$ cat config.mk
export PLATFORM = sky130hd
export DESIGN_NAME = onewire_txn_ctrl
export DESIGN_NICKNAME = d
export VERILOG_FILES = /design/src/rtl/onewire_txn_ctrl.sv
export SDC_FILE = /design/constraint.sdc
export NUM_CORES = 1
export LEC_CHECK = 0
export ABC_AREA = 1
export CORE_MARGIN = 3
export CORE_UTILIZATION = 40
export DETAILED_ROUTE_END_ITERATION = 16
export GPL_ROUTABILITY_DRIVEN = 0
export PLACE_DENSITY = 0.64
export SKIP_LAST_GASP = 1
export SLEW_MARGIN = 20
export SYNTH_ARGS = -nofsm -noshare
export SYNTH_HDL_FRONTEND = slang
export SYNTH_SLANG_ARGS = --single-unit
$ cat constraint.sdc
create_clock -name clk -period 4.45 [get_ports clk]
set_input_delay 0.445 -clock clk [delete_from_list [all_inputs] [get_ports clk]]
set_output_delay 0.445 -clock clk [all_outputs]
set_load 0.01 [all_outputs]
$ cat src/rtl/onewire_txn_ctrl.sv
// onewire_txn_ctrl: sequences one 1-wire transaction (reset, 16 write slots, N x 8 read slots)
// on the bit-slot engine. Define ONEWIRE_TXN_CRC_EN to build the CRC-8 check over read data.
module onewire_txn_ctrl #(
  parameter int SLOT_TIMEOUT = 1023
) (
  input  logic       clk,
  input  logic       reset,
  input  logic       req,
  input  logic [7:0] rom_cmd,
  input  logic [7:0] fn_cmd,
  input  logic [3:0] rd_len,
  output logic       busy,
  output logic       done,
  output logic       err_nopres,
  output logic       err_timeout,
  output logic       err_crc,
  output logic [7:0] rd_data,
  output logic       rd_valid,
  output logic       slot_start,
  output logic [1:0] slot_type,
  input  logic       slot_done,
  input  logic       slot_bit
);

  typedef enum logic [2:0] {
    IDLE, RST_ISSUE, RST_WAIT, WR_ISSUE, WR_WAIT, RD_ISSUE, RD_WAIT, FINISH
  } state_t;

  // Counter starts at 0 in the first wait cycle, so this value puts done exactly
  // SLOT_TIMEOUT cycles after slot_start.
  localparam logic [9:0] TO_LAST = 10'(SLOT_TIMEOUT - 2);

  state_t     state_q, state_d;
  logic [7:0] rom_q, rom_d, fn_q, fn_d, shift_q, shift_d, rd_data_q, rd_data_d;
  logic [3:0] len_q, len_d, rd_cnt_q, rd_cnt_d;
  logic [2:0] bit_q, bit_d;
  logic       sel_q, sel_d;
  logic [9:0] to_q, to_d;
  logic       rd_valid_q, rd_valid_d, nopres_q, nopres_d, tout_q, tout_d;
  logic       accept_s, to_hit_s, wr_bit_s;
`ifdef ONEWIRE_TXN_CRC_EN
  logic [7:0] crc_q, crc_d;
  logic       crcerr_q, crcerr_d;

  function automatic logic [7:0] crc8_step(input logic [7:0] crc, input logic b);
    crc8_step = (crc >> 1) ^ (((crc[0] ^ b) == 1'b1) ? 8'h8C : 8'h00);
  endfunction
`endif

  assign accept_s = req && (state_q == IDLE || state_q == FINISH);
  assign to_hit_s = (to_q == TO_LAST);
  assign wr_bit_s = sel_q ? fn_q[bit_q] : rom_q[bit_q];

  always_comb begin
    state_d    = state_q;
    rom_d      = rom_q;
    fn_d       = fn_q;
    len_d      = len_q;
    shift_d    = shift_q;
    rd_data_d  = rd_data_q;
    rd_cnt_d   = rd_cnt_q;
    bit_d      = bit_q;
    sel_d      = sel_q;
    to_d       = to_q;
    rd_valid_d = 1'b0;
    nopres_d   = nopres_q;
    tout_d     = tout_q;
`ifdef ONEWIRE_TXN_CRC_EN
    crc_d      = crc_q;
    crcerr_d   = crcerr_q;
`endif
    case (state_q)
      IDLE, FINISH: begin
        state_d = IDLE;
        if (accept_s) begin
          state_d  = RST_ISSUE;
          rom_d    = rom_cmd;
          fn_d     = fn_cmd;
          len_d    = rd_len;
          rd_cnt_d = 4'd0;
          bit_d    = 3'd0;
          sel_d    = 1'b0;
          nopres_d = 1'b0;
          tout_d   = 1'b0;
`ifdef ONEWIRE_TXN_CRC_EN
          crc_d    = 8'h00;
          crcerr_d = 1'b0;
`endif
        end
      end
      RST_ISSUE, WR_ISSUE, RD_ISSUE: begin
        to_d = 10'd0;
        if (state_q == RST_ISSUE)     state_d = RST_WAIT;
        else if (state_q == WR_ISSUE) state_d = WR_WAIT;
        else                          state_d = RD_WAIT;
      end
      RST_WAIT, WR_WAIT, RD_WAIT: begin
        to_d = to_q + 10'd1;
        if (slot_done) begin
          if (state_q == RST_WAIT) begin
            if (slot_bit) begin
              nopres_d = 1'b1;
              state_d  = FINISH;
            end else begin
              state_d  = WR_ISSUE;
            end
          end else if (state_q == WR_WAIT) begin
            bit_d = bit_q + 3'd1;
            if (bit_q == 3'd7) sel_d = ~sel_q;
            if (bit_q == 3'd7 && sel_q) state_d = (len_q == 4'd0) ? FINISH : RD_ISSUE;
            else                        state_d = WR_ISSUE;
          end else begin
            bit_d   = bit_q + 3'd1;
            shift_d = {slot_bit, shift_q[7:1]};
            state_d = RD_ISSUE;
`ifdef ONEWIRE_TXN_CRC_EN
            crc_d   = crc8_step(crc_q, slot_bit);
`endif
            if (bit_q == 3'd7) begin
              rd_data_d  = {slot_bit, shift_q[7:1]};
              rd_valid_d = 1'b1;
              rd_cnt_d   = rd_cnt_q + 4'd1;
              if ((rd_cnt_q + 4'd1) == len_q) begin
                state_d = FINISH;
`ifdef ONEWIRE_TXN_CRC_EN
                // The last byte read is the CRC byte, so a clean stream leaves zero.
                crcerr_d = (crc8_step(crc_q, slot_bit) != 8'h00);
`endif
              end
            end
          end
        end else if (to_hit_s) begin
          tout_d  = 1'b1;
          state_d = FINISH;
        end
      end
      default: state_d = IDLE;
    endcase
  end

  always_ff @(posedge clk) begin
    if (reset) begin
      state_q    <= IDLE;
      rom_q      <= 8'h00;
      fn_q       <= 8'h00;
      len_q      <= 4'd0;
      shift_q    <= 8'h00;
      rd_data_q  <= 8'h00;
      rd_cnt_q   <= 4'd0;
      bit_q      <= 3'd0;
      sel_q      <= 1'b0;
      to_q       <= 10'd0;
      rd_valid_q <= 1'b0;
      nopres_q   <= 1'b0;
      tout_q     <= 1'b0;
`ifdef ONEWIRE_TXN_CRC_EN
      crc_q      <= 8'h00;
      crcerr_q   <= 1'b0;
`endif
    end else begin
      state_q    <= state_d;
      rom_q      <= rom_d;
      fn_q       <= fn_d;
      len_q      <= len_d;
      shift_q    <= shift_d;
      rd_data_q  <= rd_data_d;
      rd_cnt_q   <= rd_cnt_d;
      bit_q      <= bit_d;
      sel_q      <= sel_d;
      to_q       <= to_d;
      rd_valid_q <= rd_valid_d;
      nopres_q   <= nopres_d;
      tout_q     <= tout_d;
`ifdef ONEWIRE_TXN_CRC_EN
      crc_q      <= crc_d;
      crcerr_q   <= crcerr_d;
`endif
    end
  end

  assign busy        = (state_q != IDLE) && (state_q != FINISH);
  assign done        = (state_q == FINISH);
  assign slot_start  = (state_q == RST_ISSUE) || (state_q == WR_ISSUE) || (state_q == RD_ISSUE);
  assign rd_data     = rd_data_q;
  assign rd_valid    = rd_valid_q;
  assign err_nopres  = nopres_q;
  assign err_timeout = tout_q;
`ifdef ONEWIRE_TXN_CRC_EN
  assign err_crc     = crcerr_q;
`else
  assign err_crc     = 1'b0;
`endif

  always_comb begin
    slot_type = 2'b00;
    case (state_q)
      WR_ISSUE: slot_type = wr_bit_s ? 2'b10 : 2'b01;
      RD_ISSUE: slot_type = 2'b11;
      default:  slot_type = 2'b00;
    endcase
  end

endmodule

==> metrics.log <==
INFO  metric ratio_of_cells_with_drive_above_1_in_the_final_layout = 7.583%
INFO  metric cellPowerDensity = 584.7 nW/µm²
INFO  metric synth.cells.most_frequent = 60 x sky130_fd_sc_hd__nor2_1, 59 x sky130_fd_sc_hd__dfxtp_1, 58 x sky130_fd_sc_hd__nand2_1
INFO  metric synth_compound_area_share = 20.06%
INFO  metric finish.utilization = 51.28%
INFO  metric detailedRoute.firstPassIterationCount = 4
INFO  metric timing_hold_violations_final = 0
INFO  metric die_y = 89.30 µm
INFO  metric maximum_number_of_pins_on_one_net_before_global_route_repair = 33
INFO  metric combinational_family_with_the_most_area_after_synthesis = simple AND/OR/NAND/NOR gates
INFO  metric vdd_drop_max = 301.6 µV
INFO  metric antenna_found_initial = 0
INFO  metric post_route_clock_skew = 0.004737 ns
INFO  metric cts.repair.resized = 0
INFO  metric synth_nets = 411
INFO  metric core_area = 6531 µm²
INFO  metric cp_top_family = buffers and inverters
INFO  metric synth_cells = 381
INFO  metric postCtsSetupRepairBufs = 0
INFO  metric clock_h_tree_levels = 3
INFO  metric synth_largest_type_area_fraction = 42.56%
INFO  metric clk_pin_slew_worst_paths = 0.06 ns
INFO  metric synth_warnings = 0
INFO  metric fin_hold_ws = 0.4596 ns
INFO  metric cp_slowest_stage_delay = 0.57 ns
INFO  metric clockRootBuffer = sky130_fd_sc_hd__clkbuf_8
INFO  metric max_slew_margin = 48.26%
INFO  metric cp-end-kind = output port
INFO  metric synth_seq_area_share = 42.56%
INFO  metric setup_total_negative_slack = 0 ns
INFO  metric final_nets = 447
INFO  metric detail_route.wl_per_cell = 12.73 µm
INFO  metric ctsHoldBuffers = 0
INFO  metric f_max = 375.5 MHz
INFO  metric flow.area_growth_from_synthesis = 20.69%
INFO  metric remaining_antenna_violation_count_after_routing = 0
INFO  metric n_antenna_cell = 0
INFO  metric top_level_ports = 42
INFO  metric total_of_buffers_placed_on_input_and_output_ports = 40
INFO  metric synth_area_leader_cell = sky130_fd_sc_hd__dfxtp_1
INFO  metric design.die.area = 7974 µm²
INFO  metric routed_wl = 6352 µm
INFO  metric die_x = 89.30 µm
INFO  metric avgViaCountPerCell = 5.016
INFO  metric totalPowerFinal = 1.958 mW
INFO  metric vias_in_the_first_global_route = 2,317
INFO  metric worstPathRequired = 4.01 ns
INFO  metric slew_viol_final = 0
INFO  metric asyncSetResetFlopFracSynth = 0%
INFO  metric post-route-period-util = 59.84%
INFO  metric synth_flop_cell = sky130_fd_sc_hd__dfxtp_1
INFO  metric floorplan.rows = 29
INFO  metric post_synth_xor_area_fraction = 0.3156%
INFO  metric tritoncts = yes
INFO  metric min_path_type = register to register
INFO  metric synth_simple_gate_area_share = 25.38%
INFO  metric fin_crit = 2.663 ns
INFO  metric worst_ep_arrival_time = 2.22 ns
INFO  metric groute.usage.overall = 17.08%
INFO  metric post-synth-top-count-cell = sky130_fd_sc_hd__nor2_1
INFO  metric clk_path_buf_depth = 2
INFO  metric netlist-cell-type-count = 34
INFO  metric synthTopCellsByArea = sky130_fd_sc_hd__dfxtp_1 43%, sky130_fd_sc_hd__nor2_1 8.1%, sky130_fd_sc_hd__nand2_1 7.8%
INFO  metric yosys_reg_bits = 59
INFO  metric cp_num_buf_inv = 2
INFO  metric grt.overflow.total = 0
INFO  metric vias = 2,503
INFO  metric worst_skew_pair.late_latency = 0.33 ns
INFO  metric synth_edf_count = 0
INFO  metric summed_area_of_non_filler_cells_in_the_final_layout = 3349 µm²
INFO  metric outcome = complete, no violations
INFO  metric cts_num_sinks = 59
INFO  metric cell_area_synth = 2775 µm²
INFO  metric synth_mux_area_share = 0%
INFO  metric max-cap-violations = 0
INFO  metric crit_chain = inv_1 > nor2_1 > o211ai_1 > nand3_1 > nand2_1 > a21oi_1 > clkdlybuf4s50_1
INFO  metric hpwlAfterDp = 4438 µm
INFO  metric timing_worst_slew_pin_value = 0.7752 ns
INFO  metric placedInstanceArea = 3189 µm²
INFO  metric worst_setup_path_start_kind = register
INFO  metric grt_pass1_wl = 10,580 µm
INFO  metric synth.avg_cell_area = 7.284 µm²
INFO  metric remaining_drc_errors = 0
INFO  metric fillers = 667
INFO  metric leakagePower = 1.339 nW
INFO  metric critical_path.max_fanout = 14
INFO  metric path_class = register to output port
INFO  metric numCtsBuffers = 9
INFO  metric setup_viol_count_final = 0
INFO  metric synth_fa_ha_area_share = 2.254%
INFO  metric rsz0062_at_grt = no
INFO  metric floorplan.initialDensity = 42.49%
INFO  metric drt-initial-drc-count = 117
INFO  metric crit_slowest_cell = sky130_fd_sc_hd__clkdlybuf4s50_1
-- worst paths after layout --
check	slack, ns	endpoint	cells after the start	startpoint
worst max-delay path	1.79	slot_type[0]	7	bit_q[0]
worst min-delay path	0.46	to_q[9]	2	to_q[9]
worst max register to register	2.42	state_q[1]	12	bit_q[0]
worst min register to register	0.46	to_q[9]	2	to_q[9]
-- routing by layer --
layer  global-route usage (%)  up-vias  share of wire, %  wire [µm]
li1                         -     1323                 -          -
met1                    23.31     1115                48       3058
met2                    26.19       63                45       2843
met3                    5.161        2               6.7        424
met4                    4.871        0              0.39         25
met5                        0        -                 0          0
-- through the flow --
stage,std cells,worst slack [ns]
final,499,1.787
after global routing,499,1.585
after CTS,499,1.799
after detailed placement,483,2.175
after global placement,483,2.253
after floorplan,381,2.763
-- cell type report --
type                       count  area [µm²]  share of cell area, %
tap                           77       96.34                  2.876
timing repair buffer          41       407.9                  12.18
clock buffer                  10       127.6                  3.810
inverter                      44       167.7                  5.006
sequential                    59        1181                  35.26
multi-input combinational    262        1336                  39.90
clock inverter                 6       32.53                 0.9712
-- power breakdown --
part	switching (mW)	internal (mW)	total [mW]
clock	0.208	0.197	0.405
combinational	0.532	0.272	0.804
sequential	0.0962	0.654	0.750
total	0.836	1.12	1.96
-- sequential cells by signal, summed over array words and instances (netlist names) --
register	cells
to_q	10
fn_q	8
rd_data	8
rom_q	8
shift_q	7
len_q	4
rd_cnt_q	4
bit_q	3
state_q	3
err_nopres	1
err_timeout	1
rd_valid	1
sel_q	1
-- kinds of logic after synthesis --
| family | count (synthesis) |
|---|---|
| xor gates and xnor gates | 1 |
| adders and majority gates | 5 |
| AOI/OAI and AO/OA | 99 |
| other | 1 |
| buffers and inverters | 60 |
| DFF | 59 |
| and+or+nand+nor | 156 |
-- cells in the final DEF, fill, tap and decap left out --
cell,count
sky130_fd_sc_hd__nor3b_1,1
sky130_fd_sc_hd__nor3_1,5
sky130_fd_sc_hd__xor2_1,1
sky130_fd_sc_hd__nor2_4,2
sky130_fd_sc_hd__inv_2,5
sky130_fd_sc_hd__nand2_2,3
sky130_fd_sc_hd__nor4_1,1
sky130_fd_sc_hd__inv_1,38
sky130_fd_sc_hd__a211oi_1,4
sky130_fd_sc_hd__clkinv_2,5
sky130_fd_sc_hd__o22ai_1,1
sky130_fd_sc_hd__o211ai_1,5
sky130_fd_sc_hd__nor2_1,60
sky130_fd_sc_hd__nand2_8,2
sky130_fd_sc_hd__inv_4,1
sky130_fd_sc_hd__a31oi_1,2
sky130_fd_sc_hd__a21oi_1,37
sky130_fd_sc_hd__a21oi_4,1
sky130_fd_sc_hd__clkbuf_1,1
sky130_fd_sc_hd__and2_1,1
sky130_fd_sc_hd__nand4_1,2
sky130_fd_sc_hd__nand2_4,2
sky130_fd_sc_hd__conb_1,1
sky130_fd_sc_hd__buf_4,1
sky130_fd_sc_hd__clkdlybuf4s50_1,40
sky130_fd_sc_hd__nand3b_1,2
sky130_fd_sc_hd__dfxtp_1,59
sky130_fd_sc_hd__clkinvlp_4,1
sky130_fd_sc_hd__o21a_1,1
sky130_fd_sc_hd__o21bai_1,1
sky130_fd_sc_hd__clkbuf_8,9
sky130_fd_sc_hd__o21ai_0,42
sky130_fd_sc_hd__nand2_1,58
sky130_fd_sc_hd__nand3_1,17
sky130_fd_sc_hd__ha_1,5
sky130_fd_sc_hd__a221oi_1,5
-- worst register-to-register path, stage by stage, from the launching register on --
cell and delay [ns]:
sky130_fd_sc_hd__dfxtp_1 0.55, sky130_fd_sc_hd__ha_1 0.22, sky130_fd_sc_hd__ha_1 0.49, sky130_fd_sc_hd__nand2_1 0.11, sky130_fd_sc_hd__nor2_1 0.12, sky130_fd_sc_hd__nand2_1 0.06, sky130_fd_sc_hd__nor2_1 0.08, sky130_fd_sc_hd__nand2_1 0.06
sky130_fd_sc_hd__nand2_1 0.05, sky130_fd_sc_hd__nand2_1 0.04, sky130_fd_sc_hd__nand2_1 0.06, sky130_fd_sc_hd__nand2_1 0.04, sky130_fd_sc_hd__a21oi_1 0.10
Note: power is estimated with default switching activity, not from simulation.
==> RTL change 1 (same flow settings) <==
Re-encode `state_t` (8 states) as one-hot, 8 bits wide.
--- a/src/rtl/onewire_txn_ctrl.sv
+++ b/src/rtl/onewire_txn_ctrl.sv
@@ -22,8 +22,8 @@
   input  logic       slot_bit
 );
 
-  typedef enum logic [2:0] {
-    IDLE, RST_ISSUE, RST_WAIT, WR_ISSUE, WR_WAIT, RD_ISSUE, RD_WAIT, FINISH
+  typedef enum logic [7:0] {
+    IDLE = 8'b00000001, RST_ISSUE = 8'b00000010, RST_WAIT = 8'b00000100, WR_ISSUE = 8'b00001000, WR_WAIT = 8'b00010000, RD_ISSUE = 8'b00100000, RD_WAIT = 8'b01000000, FINISH = 8'b10000000
   } state_t;
 
   // Counter starts at 0 in the first wait cycle, so this value puts done exactly
Function: same outputs for any inputs over 10 cycles, from zero or initial values and one cycle with reset high; not proved beyond that.
==> RTL change 1 against the unedited design <==
  * Worst setup slack got worse by 0.031 ns
  * Final cell count rose by 18%
  * Clock skew up 0.0026 ns
  * Wire length up 12%
  * Register-to-register slack lost 0.19 ns
  * Sequential cell count grew 5
  * Synthesized area grew 13%
  * Utilization hardly changed
  * Cell area is 14% higher
Power is not compared: it rests on default switching activity, and its combinational part moved more than twofold at a synthesized area within 25%.
==> RTL change 1: results (changes against the unedited design) <==
The flow ran to the end, and the final reports show no timing, DRC or antenna violations. Ranked by total cell area, the synthesized netlist is headed by dfxtp_1, nand2_1, inv_1. In the synthesized netlist, the cells that appear most often are nand2_1, dfxtp_1, inv_1, nor2_1, o21ai_0. The met3 track demand over resource in global routing was 4.94% (-0.22 points). nand2_1 is the most common cell in the netlist. The tools report the net count after synthesis as 480 (+17%). The post-place setup slack is 2.09 ns (-0.0807 ns), and the count of buffers from port buffering is 40 (unchanged). For the worst-case clock skew, the log shows 0.00731 ns (+0.00257 ns). The flip-flop count of the largest register, all copies and words added was 10 (unchanged). The worst hold path class is flop to flop.

For the first-pass GRT wire length, the log shows 12100 microns (+14%). Number of filler instances in the final layout: 755 (+13%). The via-per-instance ratio is 4.88 (-2.6%). The logs give 100 (-15%) for the violation count after the first detailed-routing iteration and 32 (-3.0%) for the largest net degree at the start of global routing. The via count of the first global-routing pass is 2674 (+15%), and the routed wire length per instance is 12.0 microns (-5.6%). The tools report the number of buffers added by the clock tree synthesis step as 9 (unchanged). The half-perimeter wire length after detailed placement was 5250 microns (+18%).

The cell sitting at the root of the clock tree is a clkbuf_8. The slew at the pin closest to its max-slew limit is 0.541 ns (-0.234 ns). The largest fanout of any net on the critical path works out to 19 (+5).

The logs give 40.8% (-1.8 points) for the share of the yosys chip area belonging to registers and 2.25 ns (+0.03 ns) for the arrival time reported for the critical path endpoint. The count of unique library cells instantiated by Yosys is 36 (+5.9%). The share of layout cells above drive strength 1 is 8.94% (+1.4 points), and the overall track demand over capacity in global routing is 17.1% (+0.058 points).

The logs give 517 (+16%) for the final layout net count and 0.35 ns (+0.02 ns) for the clock insertion delay at the later pin of the skew report. The run gives 27.5% (+1.3 points) as the met2 track demand over resource in global routing.
[RTL change 1: changes by cell type after synthesis, sizes merged, moves of 3 or more]
cell,delta
nand4,+6
nand3,+12
o21ai,+10
a21oi,+3
dfxtp,+5
a211oi,-3
inv,+22
a221oi,-5
nand2,+13
nor2,+9
[RTL change 1: where the power goes]
group          total [mW]  switching (mW)  internal [mW]
Combinational       0.203           0.120         0.0831
Sequential          0.636          0.0278          0.608
Clock               0.557           0.239          0.318
Total                1.40           0.387           1.01
[RTL change 1: cell type report]
cell class / instances / area, sq um / share of cell area, %
Clock inverter: 6 / 92.6 / 2.43
Clock buffer: 10 / 128 / 3.34
Multi-Input combinational cell: 303 / 1520 / 39.9
Sequential cell: 64 / 1280 / 33.6
Timing Repair Buffer: 42 / 415 / 10.9
Tap cell: 99 / 124 / 3.25
Inverter: 67 / 254 / 6.66
[RTL change 1: path summary, 6_finish.rpt]
kind                                 start      endpoint  slack, ns  cells after the start
worst max-delay path              bit_q[0]  slot_type[0]       1.76                      7
worst min-delay path            err_nopres    err_nopres       0.46                      2
worst max register to register    bit_q[0]    state_q[7]       2.23                     10
worst min register to register  err_nopres    err_nopres       0.46                      2
[RTL change 1: layer usage]
metal	wire length (microns)	part of all wire (%)
met1	3410	48
met2	3240	46
met3	358	5.0
met4	102	1.4
met5	0	0
[RTL change 1: cells by family after synthesis]
family	share of synthesized area, %
AO/OA/AOI/OAI	17.0
XOR/XNOR	0.837
adder cells (fa/ha/maj)	1.99
buffers and inverters	10.8
flip-flops	40.8
other	0.119
AND/OR/NAND/NOR	28.5
[RTL change 1: critical path, stage by stage (launching register included)]
cell	delay [ns]
dfxtp_1	0.66
a21oi_1	0.14
o21ai_0	0.09
nand3_1	0.09
nand3_1	0.09
nand2_1	0.09
o21ai_0	0.16
clkdlybuf4s50_1	0.56
[RTL change 1: stage by stage]
step / total power, mW / area, sq um / std cells
after floorplan: 0.787 / 3140 / 450
after global placement: 0.847 / 3600 / 575
after detailed placement: 0.852 / 3600 / 575
after CTS: 1.41 / 3820 / 591
after global routing: 1.47 / 3820 / 591
final: 1.40 / 3820 / 591
==> RTL change 2 (same settings) <==
Without the edit above. Add a define of `ONEWIRE_TXN_CRC_EN`.
--- a/src/rtl/onewire_txn_ctrl.sv
+++ b/src/rtl/onewire_txn_ctrl.sv
@@ -1,5 +1,7 @@
 // onewire_txn_ctrl: sequences one 1-wire transaction (reset, 16 write slots, N x 8 read slots)
 // on the bit-slot engine. Define ONEWIRE_TXN_CRC_EN to build the CRC-8 check over read data.
+`define ONEWIRE_TXN_CRC_EN
+
 module onewire_txn_ctrl #(
   parameter int SLOT_TIMEOUT = 1023
 ) (
Formal check against the unedited RTL: same outputs for any inputs over 10 cycles, from zero or initial values and one cycle with reset high; that may be too few to reach the edited logic, so the function may still have changed.
==> RTL change 2 against the unedited design <==
  * Sequential power is 13% higher
  * Critical path depth stayed put
  * Synthesized area is 21% higher
  * Final cell count is 21% higher
  * Worst setup slack better by 0.086 ns
  * Hold slack worse by 0.014 ns
  * Sequential share of layout area is 1.1 points lower
  * Sequential cell count is 9 higher
  * Cell area is 19% higher
  * Wire length is 17% higher
  * Synthesized cell count is 20% higher
  * Power is 17% higher
  * First-iteration DRC count is 24% higher
  * Non-clock buffer count is 1 higher
  * Critical endpoint unchanged
  * Largest power group unchanged
==> RTL change 2: results (changes against the unedited design) <==
The power attributed to the clock group was 0.448 mW (+11%). The antenna diode count is 0 (unchanged). The tools report the largest net degree at the start of global routing as 33 (unchanged).

The net count after synthesis was 489 (+19%). For the leakage power of the design, the log shows 1.58 nW (+18%). The run finished with clean final reports. The count of buffers from port buffering was 41 (+2.5%).

The largest fanout of any net on the critical path is 15 (+1). For the final layout net count, the log shows 526 (+18%). The violation count after the first detailed-routing iteration is 145 (+24%).

The logs give 40.6% (-1.9 points) for the share of the yosys chip area belonging to registers and 9 (unchanged) for the number of buffers added by the clock tree synthesis step. The run gives 0.989 mW (+23%) as the combinational group power. The run gives 2.13 ns (-0.09 ns) as the arrival time reported for the critical path endpoint. The overall track demand over capacity in global routing came out at 15.5% (-1.5 points).

The hold-critical path depth came out at 2 (unchanged). The routed wire length per instance is 12.4 microns (-2.9%), and the post-CTS resize count is 0 (unchanged). The post-synthesis cell count was 459 (+20%).

For this run, the leading register cell type out of synthesis is dfxtp_1. The via-per-instance ratio was 5.01 (about the same); the maximum clock insertion buffer count was 2 (unchanged). The clock insertion delay at the later pin of the skew report was 0.35 ns (+0.02 ns); the flip-flop count of the largest register, all copies and words added was 10 (unchanged).

Ranked by total cell area, the synthesized netlist is headed by dfxtp_1, nor2_1, o21ai_0. The worst reg2reg path depth was 7 (-5). The startpoint identified for the worst hold timing path is to_q[7]. The worst register-to-register path ends at rd_cnt_q[2]. The first-pass GRT wire length is 12300 microns (+16%). The hold path endpoint is to_q[7]. The share of flip-flops with an asynchronous set or reset after synthesis is 0% (unchanged). The worst hold path class is flop to flop. The most critical setup path has its endpoint at slot_type[0]. STA classifies the critical path startpoint as a flop. For the total iterations of the first detailed-routing run, the log shows 4 (unchanged). Number of levels the H-tree was split into: 3 (unchanged).

The share of layout cells above drive strength 1 is 12.2% (+4.6 points). Cell chosen for the clock root: clkbuf_8. After synthesis, the most frequently instantiated cells are nor2_1, dfxtp_1, nand2_1, o21ai_0, inv_1.

The post-placement cell count was 587 (+22%). The startpoint identified for the worst register-to-register timing path is bit_q[0]. Count of unique library cells instantiated by Yosys: 36 (+5.9%). The logs give 0 (unchanged) for the final-report setup violation count and 0.00998 ns (+0.00524 ns) for the worst-case clock skew. The run gives 5400 microns (+22%) as the half-perimeter wire length after detailed placement. The logs give 1.29 mW (+15%) for the internal portion of total power and 0 (unchanged) for the count of synthesis-stage warnings from yosys. The tools report the share of power burned in the clock network as 19.6% (-1.1 points). The logs give 2805 (+21%) for the via count of the first global-routing pass and 216 uV (-28%) for the largest voltage drop on the vdd net.

The largest register by flop count was to_q. Slew at the pin closest to its max-slew limit: 0.651 ns (-0.124 ns). The post-CTS repair timing setup buffer count was 0 (unchanged). The clock-pin slew of the registers on the worst-case setup and hold paths came out at 0.08 ns (+0.02 ns). The reg-to-reg setup timing slack is 2.55 ns (+0.13 ns), and the final standard cell count with taps included and fillers excluded is 603 (+21%).

For the initial antenna violation count, the log shows 0 (unchanged).
==> RTL change 2: changes by cell type in the layout (fill, tap and decap cells not counted), sizes merged, moves of 4 or more <==
cell / unedited run / this run
nand3: 17 / 27
a21oi: 38 / 42
inv: 44 / 48
dfxtp: 59 / 68
a221oi: 5 / 0
a211oi: 4 / 0
nand4: 2 / 6
nor2: 62 / 86
nand2: 65 / 82
o21ai: 42 / 61
==> RTL change 2: area by class of cell <==
| class | count | area, sq um |
|---|---|---|
| fill | 808 | 3950 |
| multi-input combinational | 327 | 1730 |
| sequential | 68 | 1360 |
| timing repair buffer | 42 | 418 |
| inverter | 48 | 180 |
| clock buffer | 11 | 131 |
| tap | 102 | 128 |
| clock inverter | 5 | 38.8 |
==> RTL change 2: kinds of logic after synthesis <==
group | synth area share (%)
buffers and inverters | 7.91
adders and majority gates | 1.87
AOI/OAI and AO/OA | 18.2
DFF | 40.6
and+or+nand+nor | 31.4
==> RTL change 2: metrics by stage <==
step                      utilization, %  worst slack (ns)  hold WS [ns]  instance area [sq um]
after floorplan                        -              2.82         0.425                   3350
after global placement              48.1              2.02         0.438                   3810
after detailed placement            48.1              1.96         0.437                   3810
after CTS                           50.2              1.83         0.448                   3980
after global routing                50.2              1.64         0.478                   3980
final                               50.2              1.87         0.446                   3980
==> RTL change 2: metal layers <==
metal  track usage, %  vias to the layer above  share of wire [%]
li1                 -                     1573                  -
met1             19.4                     1377                 48
met2             25.9                       62                 47
met3             4.52                       10                4.2
met4             4.79                        0                1.2
met5                0                        -                  0
==> RTL change 2: worst max-delay path, cell delays in order, from the launching register on <==
cell and delay, ns:
dfxtp_1 0.57, inv_1 0.19, nor2_1 0.12, o211ai_1 0.10, nand3_1 0.12, nand3_1 0.08
nand2_1 0.07, clkdlybuf4s50_1 0.54
